--- src/rtl/fib_conv_scheduler.sv ---
// Round-robin scheduler sharing one binary-to-Fibonacci converter among N_REQ lanes.
// Optional converter watchdog with FLUSH recovery is compiled in with `define FIB_TIMEOUT_EN.
module fib_conv_scheduler #(
  parameter int N_REQ          = 4,
  parameter int DW             = 16,
  parameter int RW             = 32,
  parameter int TIMEOUT_CYCLES = 64
) (
  input  logic                  clk,
  input  logic                  rst,
  input  logic [N_REQ-1:0]      req,
  input  logic [N_REQ*DW-1:0]   req_data,
  output logic [N_REQ-1:0]      grant,
  output logic [DW-1:0]         conv_input,
  output logic                  conv_begin,
  input  logic                  conv_done,
  input  logic [RW-1:0]         conv_result,
  output logic                  conv_rst_n,
  output logic [N_REQ-1:0]      resp_valid,
  output logic [RW-1:0]         resp_data,
  output logic                  busy,
  output logic                  timeout_err
);

  localparam int PW = (N_REQ > 1) ? $clog2(N_REQ) : 1;

  typedef enum logic [2:0] {
    IDLE  = 3'd0,
    ISSUE = 3'd1,
    WAIT  = 3'd2,
    RESP  = 3'd3
`ifdef FIB_TIMEOUT_EN
    , FLUSH = 3'd4
`endif
  } state_t;

  state_t              state_r, state_s;
  logic [PW-1:0]       ptr_r, ptr_s;
  logic [PW-1:0]       owner_r, owner_s;
  logic [PW-1:0]       winner_s, cand_s;
  logic                found_s;
  logic [N_REQ-1:0]    grant_r, grant_s;
  logic [N_REQ-1:0]    resp_valid_r, resp_valid_s;
  logic [DW-1:0]       conv_input_r, conv_input_s;
  logic [RW-1:0]       resp_data_r, resp_data_s;
  logic                conv_begin_r, conv_begin_s;
  logic                busy_r, busy_s;
  logic                timeout_err_r, timeout_err_s;
  logic                conv_rst_n_r, conv_rst_n_s;

  // Lane index modulo N_REQ; inputs never exceed 2*N_REQ-2, so one subtract suffices.
  function automatic logic [PW-1:0] lane_wrap(input logic [PW:0] v);
    logic [PW:0] t;
    t = (v >= (PW+1)'(N_REQ)) ? v - (PW+1)'(N_REQ) : v;
    return t[PW-1:0];
  endfunction

`ifdef FIB_TIMEOUT_EN
  localparam int CW = (TIMEOUT_CYCLES > 1) ? $clog2(TIMEOUT_CYCLES) : 1;
  logic [CW-1:0] wait_cnt_r;
  logic          flush_cnt_r;
  logic          timeout_hit_s;

  assign timeout_hit_s = (wait_cnt_r == CW'(TIMEOUT_CYCLES - 1));

  // WAIT cycle counter, zero whenever not in WAIT so it clears on entry.
  always_ff @(posedge clk) begin
    if (rst) begin
      wait_cnt_r <= '0;
    end else if (state_r != WAIT) begin
      wait_cnt_r <= '0;
    end else begin
      wait_cnt_r <= wait_cnt_r + 1'b1;
    end
  end

  // FLUSH cycle counter: FLUSH lasts exactly two cycles.
  always_ff @(posedge clk) begin
    if (rst) begin
      flush_cnt_r <= 1'b0;
    end else if (state_r != FLUSH) begin
      flush_cnt_r <= 1'b0;
    end else begin
      flush_cnt_r <= 1'b1;
    end
  end
`endif

  // Round-robin pick: first requesting lane scanning from ptr upward with wrap.
  always_comb begin
    winner_s = ptr_r;
    found_s  = 1'b0;
    cand_s   = ptr_r;
    for (int i = 0; i < N_REQ; i++) begin
      cand_s = lane_wrap({1'b0, ptr_r} + (PW+1)'(i));
      if (!found_s && req[cand_s]) begin
        found_s  = 1'b1;
        winner_s = cand_s;
      end else begin
        found_s  = found_s;
      end
    end
  end

  // State register.
  always_ff @(posedge clk) begin
    if (rst) begin
      state_r <= IDLE;
    end else begin
      state_r <= state_s;
    end
  end

  // Next-state logic; conv_done outside WAIT is ignored.
  always_comb begin
    state_s = state_r;
    case (state_r)
      IDLE: begin
        if (found_s) state_s = ISSUE;
        else         state_s = IDLE;
      end
      ISSUE: state_s = WAIT;
      WAIT: begin
        if (conv_done) begin
          state_s = RESP;
`ifdef FIB_TIMEOUT_EN
        end else if (timeout_hit_s) begin
          state_s = FLUSH;
`endif
        end else begin
          state_s = WAIT;
        end
      end
      RESP: state_s = IDLE;
`ifdef FIB_TIMEOUT_EN
      FLUSH: begin
        if (flush_cnt_r) state_s = RESP;
        else             state_s = FLUSH;
      end
`endif
      default: state_s = IDLE;
    endcase
  end

  // Next values for the registered outputs, keyed on the current state.
  always_comb begin
    grant_s       = '0;
    resp_valid_s  = '0;
    conv_begin_s  = 1'b0;
    timeout_err_s = 1'b0;
    conv_input_s  = conv_input_r;
    resp_data_s   = resp_data_r;
    owner_s       = owner_r;
    ptr_s         = ptr_r;
    busy_s        = (state_s != IDLE);
`ifdef FIB_TIMEOUT_EN
    conv_rst_n_s  = (state_s != FLUSH);
`else
    conv_rst_n_s  = 1'b1;
`endif
    case (state_r)
      IDLE: begin
        if (found_s) begin
          grant_s[winner_s] = 1'b1;
          conv_input_s      = req_data[winner_s*DW +: DW];
          owner_s           = winner_s;
        end else begin
          owner_s           = owner_r;
        end
      end
      ISSUE: conv_begin_s = 1'b1;
      WAIT: begin
        if (conv_done) begin
          resp_data_s           = conv_result;
          resp_valid_s[owner_r] = 1'b1;
`ifdef FIB_TIMEOUT_EN
        end else if (timeout_hit_s) begin
          timeout_err_s         = 1'b1;
          resp_data_s           = '0;
`endif
        end else begin
          resp_data_s           = resp_data_r;
        end
      end
      RESP: ptr_s = lane_wrap({1'b0, owner_r} + (PW+1)'(1));
`ifdef FIB_TIMEOUT_EN
      FLUSH: begin
        if (flush_cnt_r) resp_valid_s[owner_r] = 1'b1;
        else             resp_valid_s          = '0;
      end
`endif
      default: conv_begin_s = 1'b0;
    endcase
  end

  // Output and bookkeeping registers; reset holds the converter in reset too.
  always_ff @(posedge clk) begin
    if (rst) begin
      grant_r       <= '0;
      resp_valid_r  <= '0;
      conv_input_r  <= '0;
      resp_data_r   <= '0;
      conv_begin_r  <= 1'b0;
      busy_r        <= 1'b0;
      timeout_err_r <= 1'b0;
      conv_rst_n_r  <= 1'b0;
      owner_r       <= '0;
      ptr_r         <= '0;
    end else begin
      grant_r       <= grant_s;
      resp_valid_r  <= resp_valid_s;
      conv_input_r  <= conv_input_s;
      resp_data_r   <= resp_data_s;
      conv_begin_r  <= conv_begin_s;
      busy_r        <= busy_s;
      timeout_err_r <= timeout_err_s;
      conv_rst_n_r  <= conv_rst_n_s;
      owner_r       <= owner_s;
      ptr_r         <= ptr_s;
    end
  end

  assign grant       = grant_r;
  assign resp_valid  = resp_valid_r;
  assign conv_input  = conv_input_r;
  assign resp_data   = resp_data_r;
  assign conv_begin  = conv_begin_r;
  assign busy        = busy_r;
  assign timeout_err = timeout_err_r;
  assign conv_rst_n  = conv_rst_n_r;

endmodule
--- config.mk ---
export PLATFORM = sky130hd
export DESIGN_NAME = fib_conv_scheduler
export DESIGN_NICKNAME = d
export VERILOG_FILES = /design/src/rtl/fib_conv_scheduler.sv
export SDC_FILE = /design/constraint.sdc
export NUM_CORES = 1
export LEC_CHECK = 0
export ABC_CLOCK_PERIOD_IN_PS = 4300
export BUFFER_PORTS_ARGS = -buffer_cell sky130_fd_sc_hd__buf_2
export CORE_ASPECT_RATIO = 0.7
export CORE_MARGIN = 2
export CORE_UTILIZATION = 27
export DETAILED_ROUTE_END_ITERATION = 10
export PLACE_DENSITY_LB_ADDON = 0.08
export SLEW_MARGIN = 10
export SYNTH_ARGS = -nofsm -noshare
export SYNTH_HDL_FRONTEND = slang
export SYNTH_SLANG_ARGS = --single-unit
--- constraint.sdc ---
create_clock -name clk -period 4.3 [get_ports clk]
set_clock_uncertainty 0.05 [all_clocks]
set_input_delay 0.215 -clock clk [delete_from_list [all_inputs] [get_ports clk]]
set_output_delay 0.215 -clock clk [all_outputs]
set_load 0.005 [all_outputs]
==> flow_metrics.env <==
export IMPL_synth_top_area_share_pct=38.4
export IMPL_nets=623
export IMPL_cp_required_ns=4.47
export IMPL_r2r_start="state_r[0]"
export IMPL_h_tree_depth=3
export IMPL_drv_cap=0
export IMPL_startpoint_type="register"
export IMPL_synth_fa_ha_area_share_pct=2.96
export IMPL_n_fill_cell=1291
export IMPL_synthSimpleGateAreaFrac_pct=21.6
export IMPL_syn_cell_area_um2=3390
export IMPL_vias=3176
export IMPL_hold_depth=3
export IMPL_drt_total_wl_mm=10.2
export IMPL_drt_iter0_drc=78
export IMPL_hold_worst_slack_ns=0.0672
export IMPL_first_pass_iters=4
export IMPL_grt_pass1_wl_mm=15.8
export IMPL_coreArea_um2=12300
export IMPL_wire_per_inst_um=15.1
export IMPL_viasPerCell=4.68
export IMPL_period_needed_ns=2.18
export IMPL_antenna_found_initial=0
export IMPL_multiInputGateArea_um2=1850
export IMPL_setup_viol=0
export IMPL_slowest_stage="nand2_1"
export IMPL_portBuffers=161
export IMPL_p_leak_nw=1.93
export IMPL_synth_top_family_by_area="compound AO/OA/AOI/OAI gates"
export IMPL_synth_avg_cell_area_um2=9.06
export IMPL_synth_compound_area_share_pct=28.8
export IMPL_gp_congestion=0.732
export IMPL_cts_sinks=65
export IMPL_synth_top_flop_cell="dfxtp_1"
export IMPL_r2r_cells=5
export IMPL_register_area_um2=1300
export IMPL_min_to="resp_data[12]"
export IMPL_critPathMaxStageDelay_ns=0.86
export IMPL_hold_buffers=0
export IMPL_rsz0062_at_grt="no"
export IMPL_clockRootBuffer="clkbuf_16"
export IMPL_synth_edf_count=0
export IMPL_gr_total_overflow=0
export IMPL_synth_area_leaders="dfxtp_1 (38%), nand2_1 (7.6%), a21oi_1 (7.4%)"
export IMPL_seq_area_frac_synth_pct=38.4
export IMPL_rrSetupSlack_ns=2.12
export IMPL_max_freq_mhz=459
export IMPL_cts_buffers=9
export IMPL_async_reset_ff_share_pct=0
export IMPL_cp_arrival_ns=2.35
export IMPL_dp_hpwl_mm=7.11
export IMPL_grt_total_usage_pct=15.1
export IMPL_initial_core_util_pct=27.5
export IMPL_report_final_hold_viol_count=0
export IMPL_synth_area_leader_cell="dfxtp_1"
export IMPL_n_antenna_cell=0
export IMPL_drv_slew=0
export IMPL_timing_rr_end="busy"
export IMPL_crit_type="register to register"
export IMPL_worstHoldStart="conv_result[12]"
export IMPL_syn_inst=374
export IMPL_clk_pin_slew_ns=0.05
export IMPL_clockBufferDepth=2
export IMPL_synthXorXnorAreaFrac_pct=0
export IMPL_outcome="finished, final reports clean"
export IMPL_fin_setup_tns_ns=0
export IMPL_period_share_pct=50.6
export IMPL_insertion_delay_ns=0.33
export IMPL_synth_distinct_cells=47
export IMPL_antenna_left=0
export IMPL_cts_resized=0
export IMPL_num_rows=34
export IMPL_drc=0
export IMPL_fp_dieW_um=138
export IMPL_io_pins=163
export IMPL_worst_ir_drop_vdd_mv=0.191
export IMPL_yosysWarnings=0
export IMPL_die_y_um=97.7
export IMPL_worst_pin_slew_ns=1.18
export IMPL_grt_pass1_vias=3093
export IMPL_synth_seq_cells=65
export IMPL_cts_setup_buffers=0
export IMPL_synth_mux_area_share_pct=0.591
export IMPL_area_growth_pct=33.9
export IMPL_max_slew_margin_pct=20.9
export IMPL_p_per_area_nw_per_um2=501
export IMPL_cts_tree="done"
export IMPL_grt_max_degree=43
export IMPL_design_area_um2=4540
export IMPL_drive_gt1_share_pct=42.2
export IMPL_hp_class="input port to register"
export IMPL_path_max_fanout=33
export IMPL_fp_dieArea_um2=13500
export IMPL_crit_chain="inv_1 -> ha_1 -> nand2_1 -> a211oi_1 -> or2_1"
export IMPL_syn_nets=485
export IMPL_placed_cell_area_um2=4190
export IMPL_cp_end_kind="register"
cell usage in the layout, fill, tap and decap left out, types with 3 or more instances in the layout:
cell,n
a21oi_2,4
bufinv_16,3
dfxtp_1,65
a21oi_1,50
nand2_1,69
ha_1,8
buf_2,161
o21ai_0,18
a221oi_2,9
nand2b_1,7
inv_1,5
clkbuf_16,9
o21ai_1,16
a221oi_1,7
nor2_1,7
o31a_1,16
nor4b_2,16
and3_1,6
nor2b_1,4
where the power goes:
group	switching [mW]	leakage, nW	total, mW	internal [mW]
Sequential	0.0592	0.531	0.772	0.713
Clock	0.268	0.166	0.848	0.581
Combinational	0.378	1.23	0.652	0.275
Total	0.704	1.93	2.27	1.57
critical path, delay by kind of cell, from the launching register on:
family | cells | cell delay (ns)
AND/OR/NAND/NOR | 2 | 1.13
adder cells (fa/ha/maj) | 1 | 0.21
buffers and inverters | 1 | 0.08
AO/OA/AOI/OAI | 1 | 0.22
flip-flops | 1 | 0.37
through the flow:
step / total power [mW] / cells / util [%] / setup slack (ns)
after global routing: 2.43 / 679 / 36.8 / 1.93
final: 2.27 / 679 / 36.8 / 2.12
after global placement: 1.45 / 663 / 34.0 / 2.16
after floorplan: 1.21 / 374 / - / 2.78
after detailed placement: 1.45 / 663 / 34.0 / 2.06
after CTS: 2.32 / 679 / 36.8 / 2.09
registers in the layout, summed over array words and instances (netlist names), 2 cells and up:
register,flops
resp_valid,4
state_r,2
grant,4
owner_r,2
resp_data,32
ptr_r,2
conv_input,16
synthesized netlist by cell type (2+ instances only):
| library cell | n |
|---|---|
| a211oi_1 | 2 |
| a21oi_1 | 50 |
| a21oi_2 | 4 |
| a221oi_1 | 7 |
| a221oi_2 | 9 |
| and2_1 | 2 |
| and3_1 | 6 |
| buf_2 | 7 |
| buf_4 | 6 |
| buf_6 | 9 |
| clkbuf_1 | 13 |
| dfxtp_1 | 65 |
| ha_1 | 8 |
| inv_1 | 5 |
| mux2i_1 | 2 |
| nand2_1 | 69 |
| nand2b_1 | 7 |
| nor2_1 | 7 |
| nor2b_1 | 4 |
| nor3_1 | 2 |
| nor4b_2 | 16 |
| o21ai_0 | 18 |
| o21ai_1 | 16 |
| o31a_1 | 16 |
| or2_1 | 2 |
final cells by class:
type,instances,area share (%)
clock buffers,11,5.35
clock inverters,5,2.26
inverters,5,0.414
multi-input cells,268,40.7
flip-flops and latches,65,28.7
well taps,162,4.47
repair buffers,163,18.1
metal layers:
metal	vias to the layer above	global-route usage [%]	share of wire (%)
li1	1614	-	-
met3	13	5.27	7.2
met2	86	24.0	46
met5	-	0	0
met4	0	4.24	1.1
met1	1463	19.5	45
cell families after synthesis:
logic type | count (synthesis)
adder cells (fa/ha/maj) | 8
flip-flops | 65
AND/OR/NAND/NOR | 122
buffers and inverters | 41
AO/OA/AOI/OAI | 135
other | 1
multiplexers | 2
worst max-delay path by stage:
stage               slack [ns]  startpoint             to  cells past startpoint
floorplan                 2.78    ptr_r[0]  conv_input[4]                      6
global placement          2.16      req[0]  conv_input[4]                      6
detailed placement        2.06      req[0]  conv_input[3]                      6
CTS                       2.09  state_r[0]           busy                      5
global route              1.93  state_r[0]           busy                      5
finish                    2.12  state_r[0]           busy                      5
Power figures use the tool's default switching activity.
